`config.mk`:
```
export PLATFORM = sky130hd
export DESIGN_NAME = arb_txn_mux
export DESIGN_NICKNAME = d
export VERILOG_FILES = /design/src/rtl/arb_txn_mux.sv
export SDC_FILE = /design/constraint.sdc
export NUM_CORES = 1
export LEC_CHECK = 0
export CORE_AREA = 2 2 161 163
export CTS_CLUSTER_SIZE = 24
export DETAILED_ROUTE_END_ITERATION = 10
export DIE_AREA = 0 0 163 165
export DONT_BUFFER_PORTS = 1
export PLACE_DENSITY = 0.44
export RECOVER_POWER = 100
export SKIP_CTS_REPAIR_TIMING = 1
export SYNTH_ARGS = -nofsm -noshare
export SYNTH_HDL_FRONTEND = slang
export SYNTH_SLANG_ARGS = --single-unit
```
`constraint.sdc`:
```
create_clock -name CLK -period 3 [get_ports CLK]
set_clock_uncertainty 0.2 [all_clocks]
set_input_delay 0.45 -clock CLK [delete_from_list [all_inputs] [get_ports CLK]]
set_output_delay 0.45 -clock CLK [all_outputs]
set_load 0.01 [all_outputs]
```
`src/rtl/arb_txn_mux.sv`:
```
// Arbitrated transaction mux: one user at a time wins the arbiter, its command is
// issued to a single memory port, and the completion (or a timeout) is returned.
module arb_txn_mux #(
  parameter int USER   = 4,
  parameter int AW     = 32,
  parameter int DW     = 32,
  parameter int TO_CYC = 255
) (
  input  logic              CLK,
  input  logic              RSTN,
  input  logic [USER-1:0]   u_valid,
  input  logic [USER-1:0]   u_we,
  input  logic [USER*AW-1:0] u_addr,
  input  logic [USER*DW-1:0] u_wdata,
  output logic [USER-1:0]   u_ready,
  output logic [USER-1:0]   u_rvalid,
  output logic [DW-1:0]     u_rdata,
  output logic [USER-1:0]   arb_request,
  input  logic [USER-1:0]   arb_grant,
  output logic              m_valid,
  output logic              m_we,
  output logic [AW-1:0]     m_addr,
  output logic [DW-1:0]     m_wdata,
  input  logic              m_ready,
  input  logic              m_rvalid,
  input  logic [DW-1:0]     m_rdata,
  output logic              grant_err,
  output logic              timeout
);

  localparam int USER_LOG2 = (USER > 1) ? $clog2(USER) : 1;

  typedef enum logic [1:0] {IDLE, ISSUE, WAIT_RESP} state_t;

  state_t               state_q, state_d;
  logic [USER_LOG2-1:0] owner_q, grant_idx;
  logic                 we_q;
  logic [AW-1:0]        addr_q;
  logic [DW-1:0]        wdata_q;
  logic [7:0]           cnt_q, cnt_d;
  logic [USER-1:0]      rvalid_q;
  logic [DW-1:0]        rdata_q;
  logic                 gerr_q, to_q;
  logic                 grant_onehot, legal, illegal, done, done_to;

  function automatic logic [DW-1:0] timeout_fill();
    return {(DW/32){32'hDEADBEEF}};
  endfunction

  always_comb begin
    grant_idx = '0;
    for (int i = 0; i < USER; i++)
      if (arb_grant[i]) grant_idx = USER_LOG2'(i);
  end

  assign grant_onehot = (arb_grant != '0) && ((arb_grant & (arb_grant - USER'(1))) == '0);
  assign legal   = (state_q == IDLE) && grant_onehot && ((arb_grant & u_valid) != '0);
  assign illegal = (state_q == IDLE) && (u_valid != '0) && !legal;

  assign arb_request = (state_q == IDLE) ? u_valid : '0;
  assign u_ready     = legal ? arb_grant : '0;
  assign m_valid     = (state_q == ISSUE);
  assign m_we        = we_q;
  assign m_addr      = addr_q;
  assign m_wdata     = wdata_q;
  assign u_rvalid    = rvalid_q;
  assign u_rdata     = rdata_q;
  assign grant_err   = gerr_q;
  assign timeout     = to_q;

  always_comb begin
    state_d = state_q;
    cnt_d   = cnt_q;
    done    = 1'b0;
    done_to = 1'b0;
    case (state_q)
      IDLE: if (legal) state_d = ISSUE;
      ISSUE: begin
        if (m_ready) begin
          if (m_rvalid) begin
            done    = 1'b1;
            state_d = IDLE;
          end else begin
            cnt_d   = '0;
            state_d = WAIT_RESP;
          end
        end
      end
      WAIT_RESP: begin
        // A response arriving on the expiry cycle beats the timeout.
        if (m_rvalid) begin
          done    = 1'b1;
          state_d = IDLE;
        end else if ((cnt_q + 8'd1) == 8'(TO_CYC)) begin
          done    = 1'b1;
          done_to = 1'b1;
          state_d = IDLE;
        end else begin
          cnt_d = cnt_q + 8'd1;
        end
      end
      default: state_d = IDLE;
    endcase
  end

  always_ff @(posedge CLK or negedge RSTN) begin
    if (!RSTN) begin
      state_q  <= IDLE;
      owner_q  <= '0;
      we_q     <= 1'b0;
      addr_q   <= '0;
      wdata_q  <= '0;
      cnt_q    <= '0;
      rvalid_q <= '0;
      rdata_q  <= '0;
      gerr_q   <= 1'b0;
      to_q     <= 1'b0;
    end else begin
      state_q <= state_d;
      cnt_q   <= cnt_d;
      if (legal) begin
        owner_q <= grant_idx;
        we_q    <= u_we[grant_idx];
        addr_q  <= u_addr[AW*grant_idx +: AW];
        wdata_q <= u_wdata[DW*grant_idx +: DW];
      end
      rvalid_q <= done ? (USER'(1) << owner_q) : '0;
      if (done) rdata_q <= done_to ? timeout_fill() : m_rdata;
      gerr_q <= illegal;
      to_q   <= done_to;
    end
  end

endmodule

```
# Yosys cells after proc, flatten, opt, wreduce, memory -nomap -nowiden
# Cells that the tools add are included.
[totals]
reg_bits = 115
inputBits = 304
out_inout_bits = 112
elab_cells = 68
[op_classes]
addsub = 2
n_lt_le_gt_ge = 1
eq_ne = 9
shift = 3
n_mux = 27
n_bitwise = 2
n_reduce_logical = 14
[op_table]
columns = ["op", "n"]
rows = [
  ["$shiftx A128 B8 Y32", 2],
  ["$mux W32", 1],
  ["$mux W8", 4],
  ["$pmux W8 S2", 1],
  ["$mux W2", 7],
  ["$mux W4", 3],
  ["$reduce_bool A4 Y1", 3],
  ["$add A8 B1 Y8 const B", 1],
  ["$and A4 B4 Y4", 2],
  ["$eq A8 B8 Y1 const B", 1],
  ["$mux W1", 8],
  ["$ne A2 B2 Y1 const B", 4],
  ["$pmux W2 S3", 1],
  ["$logic_and A1 B1 Y1", 5],
  ["$reduce_and A5 Y1", 1],
  ["$logic_not A4 Y1", 1],
  ["$shl A1 B2 Y4 const A", 1],
  ["$sub A4 B1 Y4 const B", 1],
  ["$lt A2 B3 Y1 const B", 1],
  ["$ne A3 B3 Y1 const B", 1],
  ["$reduce_and A3 Y1", 1],
  ["$bmux W1 S2", 1],
  ["$eq A2 B1 Y1 const B", 1],
  ["$eq A2 B2 Y1 const B", 1],
  ["5 further kinds", 5],
]

# Depth between registers and ports, before layout
[logic_depth]
word_depth = 8
mapped_depth = 9
mapped_depth_nobuf = 7

# Worst setup path before layout
# Ideal clock, no wire load.
[synth_path]
path_kind = "input port to output port"
startpoint = "input port arb_grant[3]"
endpoint = "output port u_ready[0]"
arrival_time_ns = 1.616
required_time_ns = 2.350
path_slack_ns = 0.734
path_stages = 6
n_path_buf = 2
path_cell_list = "clkbuf_1 > nor4b_1 > a211oi_1 > nor2_1 > clkbuf_1 > and2_1"
[synth_between]
elab_chain_len = 7
elab_cells_between_ends = 10
[synth_lines]
columns = ["item", "line", "rtl"]
rows = [
  ["start: declaration", "19", "input logic [USER-1:0] arb_grant,"],
  ["$sub A4 B1 Y4", "56", "assign grant_onehot = (arb_grant != '0) && ((arb_grant & (arb_grant - USER'(1))) == '0);"],
  ["$and A4 B4 Y4", "56", ""],
  ["$logic_not A4 Y1", "56", ""],
  ["$logic_and A1 B1 Y1", "56", ""],
  ["$logic_and A1 B1 Y1", "57", "assign legal = (state_q == IDLE) && grant_onehot && ((arb_grant & u_valid) != '0);"],
  ["$logic_and A1 B1 Y1 (*)", "57", ""],
  ["$mux W4 (*)", "61", "assign u_ready = legal ? arb_grant : '0;"],
  ["end: declaration", "15", "output logic [USER-1:0] u_ready,"],
]
# Mark *: on every way between the ends. The rest lies on a longest branch, timed or not.

# Worst setup path in the final report
[layout_path]
startpoint = "register state_q[1]"
endpoint = "output port u_ready[0]"
[layout_between]
elab_chain_len = 4
[layout_lines]
columns = ["item", "line", "rtl"]
rows = [
  ["start: declaration", "35", "state_t state_q, state_d;"],
  ["start signal: assignment", "119", "state_q <= state_d;"],
  ["$logic_not A2 Y1", "57", ""],
  ["$logic_and A1 B1 Y1 (2 in series)", "57", ""],
  ["$mux W4", "61", ""],
]
# Every way passes these cells.

==> results.md <==
* Status: finished, violations left
* Violated checks: hold timing
* # port buffers at 0
* # DRC at 0
* Buf/Inv on CP at 1
* VDD IR max at ~0.26 mV
* Vias at 5445
* Wirelength per Cell at 19.02 um
* Initial antenna violation count at 2
* Share of layout cells above drive strength 1 at 0.05332
* Synth Area per Inst at 8.573 sq um
* Clock Pin Slew Worst Setup and Hold Paths at 0.07 ns
* Max Cap Violations at 0
* FFs w/ async S/R, synth at 1.000
* Nets at 1065
* Seq cells post-synth at between 100 and 150
* Total GRT Usage at 0.1458
* Setup WS post-layout at 0.3101 ns
* Leading cell type in the layout, fill and taps excluded: nor2_1
* Actual slew at the worst max-slew pin at roughly 0.6 ns
* CTS max path bufs at 2
* Worst r2r path cells at 7
* Dpl ws at 0.5547 ns
* Top FF cell, synth: dfrtp_1
* Sum of negative setup slack at 0 ns
* CTS tree: yes
* R2r setup slk at 0.45 ns
* Crit path required time at 2.35 ns
* Core area at 0.02504 sq mm
* Num ports at ~420
* Pins Over Slew Limit at 0
* Syn nets at 1070
* Final worst path period need at 2.690 ns
* H-Tree Level Count at 4
* Post-Route WL at 20920 um
* Sequential area share after synthesis at 0.4411
* Worst setup path start: state_q[1]
* Hold Path Class: in -> async
* CTS root buffer: clkbuf_16
* Switching power at ~2300 uW
* Post-synth EDFFs at 0
* Mapped Area at roughly 0.0065 sq mm
* Reg-to-Reg Start: cnt_q[0]
* CTS Buf Count at 17
* RSZ-0062 raised after global routing: false
* Dpl cells at 1033
* Non-filler cells, final at 1100
* Min Hold Slack at -0.4708 ns
* Die Y at 165 um
* Worst Path Arrival at 2.04 ns
* GP Congestion at around 0.82
* Yosys cell types at 47
* Critical path cell sequence: inv_1, ha_1, o21ai_0, nor2_4, and2_0
* Crit-path max cell delay at roughly 0.38 ns
* Crit path max fanout at 7
* Row cnt at 58
* Most frequent cells in the layout: nor2_1 (203), a21oi_1 (202), dfrtp_1 (115)
* Setup crit start kind: register
* Die Wd at 163 um
* Cells after synthesis at between 700 and 800
* Static Leak at 0.003201 uW
* Final setup fails at 0
* Int Power at between 4000 and 5000 uW
* Synthesis Warnings at 0
* Area Overhead vs Synth at 16.00%
* CP max-delay cell: dfrtp_1
* Logic gate share of total power at 0.185
* Fmax at around 370 MHz
* Cell family with most CP delay: simple AND/OR/NAND/NOR gates
* CP Capture Type: output pin
* CTS sink count at 115
* Clk_lat worst skew at 0.41 ns
* DR pass1 iterations at 4
* Initial Utilization at 0.2606
* Total grt overflow at 0
* Critical path class: reg -> out
* Tot Pwr at approximately 6300 uW
* Antenna-violating nets left at 0
* Vias in the first global route at 5070
* Switching Share at 0.3623
* Largest net degree at the start of global routing at between 100 and 150
* Iter 0 DRT Violations at roughly 250
* Worst r2r dst: cnt_q[2]
* Seq pwr share at 0.493
* PwrDens at 833.6 mW/mm^2
* Via density at roughly 5.0
* Clock power frac at 0.322
* Share of the clock period used by the worst path at 0.8966
* Slew HR at 0.6110
* Global-route wire length before repair at 29640 um
* Die area at 0.02690 sq mm
* Final Hold Viols at 115
* Post-DP HPWL at roughly 15000 um
==> area by class of cell <==
cell class | instances | area [sq um]
Fill cell | 2700 | 17470
Sequential cell | 115 | 2878
Timing Repair Buffer | 38 | 379.1
Antenna cell | 1 | 2.502
Clock buffer | 18 | 439.2
Tap cell | 330 | 412.9
Clock inverter | 14 | 142.6
Inverter | 5 | 18.77
Multi-Input combinational cell | 579 | 3294
==> how the worst max path moves through the flow <==
| stage | to | slack, ns | cells after the start |
|---|---|---|---|
| CTS | u_ready[0] | 0.38 | 5 |
| global route | u_ready[3] | 0.14 | 5 |
| floorplan | u_ready[0] | 0.73 | 6 |
| global placement | u_rdata[17] | 0.57 | 7 |
| finish | u_ready[0] | 0.31 | 5 |
| detailed placement | u_rdata[4] | 0.55 | 7 |
==> stage by stage <==
stage          cell area (sq um)  hold slack, ns  utilization
2_1_floorplan               6524        -0.04559            -
3_3_place_gp                6681        -0.04122       0.2669
3_5_place_dp                6681        -0.04293       0.2669
4_1_cts                     7263         -0.5010       0.2901
5_1_grt                     7567         -0.5023       0.3022
6_report                    7567         -0.4708       0.3022
==> cells in the mapped netlist (7+ instances only) <==
master | count | area (sq um)
buf_2 | 16 | 80.08
buf_1 | 12 | 45.04
a22o_1 | 12 | 105.1
and2_1 | 7 | 43.79
dfrtp_1 | 115 | 2878
clkbuf_1 | 26 | 97.59
o22a_1 | 24 | 210.2
a21oi_1 | 202 | 1011
nor2_1 | 204 | 765.7
mux2i_1 | 65 | 650.6
==> routing by layer <==
| metal | share of wire | GRT usage | vias up |
|---|---|---|---|
| met3 | 0.085 | 0.04646 | 22 |
| met2 | 0.52 | 0.2650 | 273 |
| li1 | - | - | 2671 |
| met5 | 0.00057 | 0 | - |
| met4 | 0.019 | 0.05068 | 2 |
| met1 | 0.37 | 0.1600 | 2477 |
==> power by group through the flow <==
stage,logic (uW),registers [uW],clock network [uW]
3_3_place_gp,1110,3160,0
2_1_floorplan,1060,2910,0
3_5_place_dp,1160,3150,0
6_report,1170,3110,2030
5_1_grt,1360,3190,2180
4_1_cts,1160,3130,2100
==> logic make-up (layout without fill, tap and decap cells) <==
family                     count (synthesis)  in the layout  synth area share
and+or+nand+nor                          243            243            0.1559
other                                      0              1                 0
AOI/OAI and AO/OA                        260            260            0.2355
xor gates and xnor gates                   5              5          0.006714
muxes                                     66             66            0.1015
buffers and inverters                     67             75           0.04967
adders and majority gates                  5              5          0.009590
DFF                                      115            115            0.4411
==> flip-flops by register name, summed over array words and instances (netlist names) <==
register	cells
state_q	2
u_rvalid	4
m_addr	32
m_wdata	32
owner_q	2
grant_err	1
m_we	1
u_rdata	32
timeout	1
cnt_q	8
(Power assumes the default switching activity.)
